--- src/rtl/alu_arbiter.sv ---
// Two-requester round-robin arbiter sharing one XOR/ADD/NAND ALU.
// Each operation is granted in IDLE, computed in EXEC and held in RESP until accepted.
module alu_arbiter #(
    parameter bit RR_INIT = 1'b0
) (
    input  logic        i_clk,
    input  logic        i_rst_n,

    input  logic        i_req0_valid,
    output logic        o_req0_ready,
    input  logic [1:0]  i_req0_opcode,
    input  logic [7:0]  i_req0_a,
    input  logic [7:0]  i_req0_b,

    input  logic        i_req1_valid,
    output logic        o_req1_ready,
    input  logic [1:0]  i_req1_opcode,
    input  logic [7:0]  i_req1_a,
    input  logic [7:0]  i_req1_b,

    output logic        o_rsp_valid,
    input  logic        i_rsp_ready,
    output logic        o_rsp_id,
    output logic [7:0]  o_rsp_data,

    output logic        o_busy,
    output logic [15:0] o_done_cnt
);

    typedef enum logic [1:0] {
        StIdle = 2'b00,
        StExec = 2'b01,
        StResp = 2'b10
    } state_t;

    state_t      r_state;
    state_t      w_state_nxt;
    logic        r_prio;
    logic [1:0]  r_op;
    logic [7:0]  r_a;
    logic [7:0]  r_b;
    logic        r_id;
    logic [7:0]  r_rsp_data;
    logic        r_rsp_id;
    logic [15:0] r_done_cnt;

    logic        w_grant0;
    logic        w_grant1;
    logic        w_rsp_fire;
    logic [7:0]  w_alu;

    // Arbitration and next state; grants can only be raised while idle.
    always_comb begin
        w_state_nxt = r_state;
        w_grant0    = 1'b0;
        w_grant1    = 1'b0;
        unique case (r_state)
            StIdle: begin
                if (i_req0_valid && (!i_req1_valid || (r_prio == 1'b0))) begin
                    w_grant0 = 1'b1;
                end else if (i_req1_valid) begin
                    w_grant1 = 1'b1;
                end
                if (w_grant0 || w_grant1) begin
                    w_state_nxt = StExec;
                end
            end
            StExec: begin
                w_state_nxt = StResp;
            end
            StResp: begin
                if (i_rsp_ready) begin
                    w_state_nxt = StIdle;
                end
            end
            default: begin
                w_state_nxt = StIdle;
            end
        endcase
    end

    always_comb begin
        unique case (r_op)
            2'b00:   w_alu = r_a ^ r_b;
            2'b01:   w_alu = r_a + r_b;
            default: w_alu = ~(r_a & r_b);
        endcase
    end

    assign w_rsp_fire = (r_state == StResp) && i_rsp_ready;

    always_ff @(posedge i_clk or negedge i_rst_n) begin
        if (!i_rst_n) begin
            r_state    <= StIdle;
            r_prio     <= RR_INIT;
            r_op       <= 2'b00;
            r_a        <= 8'h00;
            r_b        <= 8'h00;
            r_id       <= 1'b0;
            r_rsp_data <= 8'h00;
            r_rsp_id   <= 1'b0;
            r_done_cnt <= 16'h0000;
        end else begin
            r_state <= w_state_nxt;
            if (w_grant0) begin
                r_op <= i_req0_opcode;
                r_a  <= i_req0_a;
                r_b  <= i_req0_b;
                r_id <= 1'b0;
            end else if (w_grant1) begin
                r_op <= i_req1_opcode;
                r_a  <= i_req1_a;
                r_b  <= i_req1_b;
                r_id <= 1'b1;
            end
            if (r_state == StExec) begin
                r_rsp_data <= w_alu;
                r_rsp_id   <= r_id;
            end
            if (w_rsp_fire) begin
                r_prio     <= ~r_rsp_id;
                r_done_cnt <= r_done_cnt + 16'd1;
            end
        end
    end

    // Readys are gated by reset so nothing is acknowledged while it is held.
    assign o_req0_ready = w_grant0 & i_rst_n;
    assign o_req1_ready = w_grant1 & i_rst_n;
    assign o_rsp_valid  = (r_state == StResp);
    assign o_rsp_id     = r_rsp_id;
    assign o_rsp_data   = r_rsp_data;
    assign o_busy       = (r_state != StIdle);
    assign o_done_cnt   = r_done_cnt;

endmodule

--- config.mk ---
export PLATFORM = sky130hd
export DESIGN_NAME = alu_arbiter
export DESIGN_NICKNAME = d
export VERILOG_FILES = /design/src/rtl/alu_arbiter.sv
export SDC_FILE = /design/constraint.sdc
export NUM_CORES = 1
export LEC_CHECK = 0
export CAP_MARGIN = 20
export CELL_PAD_IN_SITES_DETAIL_PLACEMENT = 1
export CELL_PAD_IN_SITES_GLOBAL_PLACEMENT = 1
export CORE_ASPECT_RATIO = 1.4
export CORE_MARGIN = 2
export CORE_UTILIZATION = 32
export DETAILED_ROUTE_END_ITERATION = 8
export PLACE_DENSITY = 0.73
export SKIP_CTS_REPAIR_TIMING = 1
export SYNTH_ARGS = -nofsm -noshare
export SYNTH_HDL_FRONTEND = slang
export SYNTH_SLANG_ARGS = --single-unit
--- constraint.sdc ---
create_clock -name i_clk -period 1.8 [get_ports i_clk]
set_input_delay 0.36 -clock i_clk [delete_from_list [all_inputs] [get_ports i_clk]]
set_output_delay 0.36 -clock i_clk [all_outputs]
set_load 0.02 [all_outputs]
==> results.txt <==
----------------------------------------------------
[Synth]
  Leading cell types by count after synthesis ... 47 x sky130_fd_sc_hd__dfrtp_1, 43 x sky130_fd_sc_hd__nor2_1, 24 x sky130_fd_sc_hd__nand2_1
  Predominant post-synthesis flop cell ... sky130_fd_sc_hd__dfrtp_1
  Yosys warns ... 0
  Ranking of synthesized cells by area ... sky130_fd_sc_hd__dfrtp_1 49%, sky130_fd_sc_hd__nor2_1 6.8%, sky130_fd_sc_hd__xnor2_1 5.9%
  Per-instance average area after synthesis ... about 9.6 um2
  Count of different cell masters after synthesis ... 38
  Proportion of synthesized chip area in sequential cells ... 0.494
  Post-Syn Nets ... 300
  Gate Count Post-Synth ... 249
  Async set or reset register ratio after synthesis ... 1.00
  Number of enable-type register cells in the synthesized netlist ... 0
  Cell type with the largest total area after synthesis ... sky130_fd_sc_hd__dfrtp_1
  Most used standard cell by instance count after synthesis ... sky130_fd_sc_hd__dfrtp_1
  Share of the synthesized area in the top cell type ... 0.494
  Post-synth design cell area ... around 2400 um2
  Flip-flop and latch count after synthesis ... between 40 and 50

[Timing]
  Total negative setup slack ... 0 ns
  Worst slew pin tran ... 0.641 ns
  Final-report setup violation count ... 0
  Post-Route Skew ... ~0.011 ns
  Final count of hold timing violations ... 0
  Worst max-slew margin expressed relative to the limit ... 0.573
  Final period demand of the worst path ... ~1.8 ns
  Max-slew violation count ... 0
  Unrepaired setup endpoints after global routing ... true
  Highest Clock Rate ... ~0.56 GHz
  Final worst path period share ... 0.989
  Minimum hold slack ... 0.178 ns

[Placement]
  Instance area at placement ... about 3300 um2
  Count of port buffers added during placement ... just under 70
  GPL Wtd Cong ... between 0.7 and 0.8
  HPWL reported at the end of detailed placement ... approximately 4700 um

[Cells and area]
  Area of all placed cells without fillers ... ~3400 um2
  Layout Nets ... between 300 and 400
  Area added between synthesis and finish ... 43.1%
  Final core area utilization ... 0.469
  Antenna diode instance count ... 0
  Fraction of layout cells with a size suffix above 1 ... 0.137

[Clocking]
  Number of buffers created by CTS ... 5
  TritonCTS clock tree ... yes
  Clock insertion delay at the later pin of the skew report ... between 0.3 and 0.4 ns
  Largest buffer count on any clock path ... 2
  H-tree Lvls ... 2
  Cell at the root of the clock tree ... sky130_fd_sc_hd__clkbuf_8
  Clock transition at path regs ... ~0.10 ns
  CTS Sinks ... 47

[Global routing]
  Global-route wire length before repair ... about 10000 um
  Largest net degree at the start of global routing ... 48
  Global-route congestion overflow total ... 0
  Number of antenna violations at the first check in global routing ... 0
  Vias in the first global route ... between 2000 and 2500
  GRT Resource Usage Total ... 0.151

[Floorplanning]
  Die extent in y ... between 100 and 150 um
  Row count ... 37
  Num ports ... 70
  Die outline area ... slightly above 8000 um2
  Initial Utilization ... 0.328
  Die outline width ... 76.9 um
  CORE AREA ... 7270 um2

[Setup path]
  Crit-path max FO ... 4
  Gate family responsible for the most delay along the worst path ... buffers and inverters
  Kind of end point of the critical path ... primary output
  Arrival time of the worst setup path ... approximately 1.4 ns
  Buf/Inv on CP ... 2
  Cells along the critical path ... clkdlybuf4s50_1, nand2_1, nand3_2, nor2_2, clkbuf_2
  Required time reported for the critical path endpoint ... ~1.4 ns
  CP max-delay cell ... sky130_fd_sc_hd__clkdlybuf4s50_1
  Startpoint kind of the worst setup timing path ... input port
  Critical setup path kind ... in2out
  Delay of the slowest cell on the worst path ... ~0.48 ns

[Detailed routing]
  Remaining DRCs ... 0
  Count of nets left with antenna violations after detail routing ... 0
  Wire length per cell after detailed routing ... approximately 14 um
  Detailed-route wire length ... approximately 5900 um
  DR vias ... approximately 2100
  Drt via density ... 4.91
  Number of DRC violations after detailed-routing iteration 0 ... 67
  Number of iterations in the first detailed-routing pass ... 4

[Worst hold path]
  Hold/Removal Path Class ... in2async

[Outcome]
  Result of the run ... complete, no violations

[Flow run]
  Max Cap Violations ... 0

[Pwr]
  Ratio of total power to cell area ... ~1600 nW/um2
  VDD IR-drop max ... 519 uV
  Total leakage power ... between 1 and 1.5 nW

----------------------------------------------------
[final timing paths]
kind / startpoint / end / slack [ns] / cells after the start
worst max-delay path: i_req1_valid / o_req0_ready / 0.02 / 5
worst min-delay path: i_rst_n / o_done_cnt[3] / 0.18 / 2
worst max register to register: r_b[0] / o_rsp_data[4] / 0.07 / 7
worst min register to register: o_done_cnt[15] / o_done_cnt[15] / 0.47 / 1
max in group asynchronous: i_rst_n / r_b[2] / 1.22 / 2
min in group i_clk: o_done_cnt[15] / o_done_cnt[15] / 0.47 / 1
[metrics by stage]
stage	instances	power (W)	worst slack [ns]
after floorplan	249	0.00364	0.0552
after global placement	423	0.00461	-0.483
after detailed placement	423	0.00474	-0.514
after CTS	431	0.00541	-0.530
after global routing	432	0.00597	-0.0722
final	432	0.00549	0.0191
[metal layers]
metal / share of wire / wire length, um / GRT usage / up-vias
met3: 0.041 / 242 / 0.0280 / 7
met4: 0.018 / 106 / 0.0429 / 0
met1: 0.39 / 2280 / 0.167 / 1022
met5: 0 / 0 / 0 / -
li1: - / - / - / 1033
met2: 0.55 / 3250 / 0.288 / 60
[worst register-to-register path, cell delays in order (launching register included)]
cell and delay [ns]:
sky130_fd_sc_hd__dfrtp_1 0.37, sky130_fd_sc_hd__ha_2 0.20, sky130_fd_sc_hd__inv_2 0.05, sky130_fd_sc_hd__fa_2 0.32, sky130_fd_sc_hd__nand3b_1 0.21, sky130_fd_sc_hd__a21oi_2 0.17
sky130_fd_sc_hd__xnor2_1 0.09, sky130_fd_sc_hd__o31ai_1 0.23
[final cells by class]
class | count | area (um2)
Fill cell | 874 | 3860
Clock buffer | 5 | 68.8
Multi-Input combinational cell | 186 | 1180
Inverter | 8 | 30.0
Timing Repair Buffer | 86 | 811
Sequential cell | 47 | 1180
Clock inverter | 3 | 20.0
Tap cell | 97 | 121
[flip-flops by register name, summed over array words and instances (netlist names)]
signal	count
r_id	1
o_rsp_id	1
r_prio	1
o_done_cnt	16
o_rsp_data	8
r_op	2
r_state	2
r_b	8
r_a	8
[cell families (layout without fill, tap and decap cells)]
logic type / Yosys count / after routing / synth area share
simple gates: 107 / 107 / 0.220
compound gates: 47 / 47 / 0.118
flops: 47 / 47 / 0.494
xor+xnor: 18 / 18 / 0.0662
buf+inv: 16 / 102 / 0.0284
fa+ha+maj: 10 / 10 / 0.0557
mux: 4 / 4 / 0.0179
[layout by cell type, fill, tap and decap left out, types with 5 or more instances in the layout]
master,n
sky130_fd_sc_hd__clkdlybuf4s50_1,63
sky130_fd_sc_hd__dfrtp_1,47
sky130_fd_sc_hd__nor2_1,41
sky130_fd_sc_hd__nand2_1,24
sky130_fd_sc_hd__o22ai_1,19
sky130_fd_sc_hd__buf_4,17
sky130_fd_sc_hd__xnor2_1,16
sky130_fd_sc_hd__nand3_1,10
sky130_fd_sc_hd__o21ai_0,9
sky130_fd_sc_hd__a21oi_1,8
sky130_fd_sc_hd__inv_1,7
sky130_fd_sc_hd__ha_1,7
sky130_fd_sc_hd__nand2b_1,6
sky130_fd_sc_hd__clkbuf_8,5
[where the power goes]
group,total [W],leakage [nW],switching (W),internal [W]
registers,0.00175,0.566,0.000295,0.00145
logic,0.00310,0.854,0.00164,0.00146
clock network,0.000646,0.0402,0.000376,0.000271
No activity file was read; power rests on OpenSTA's default activity.
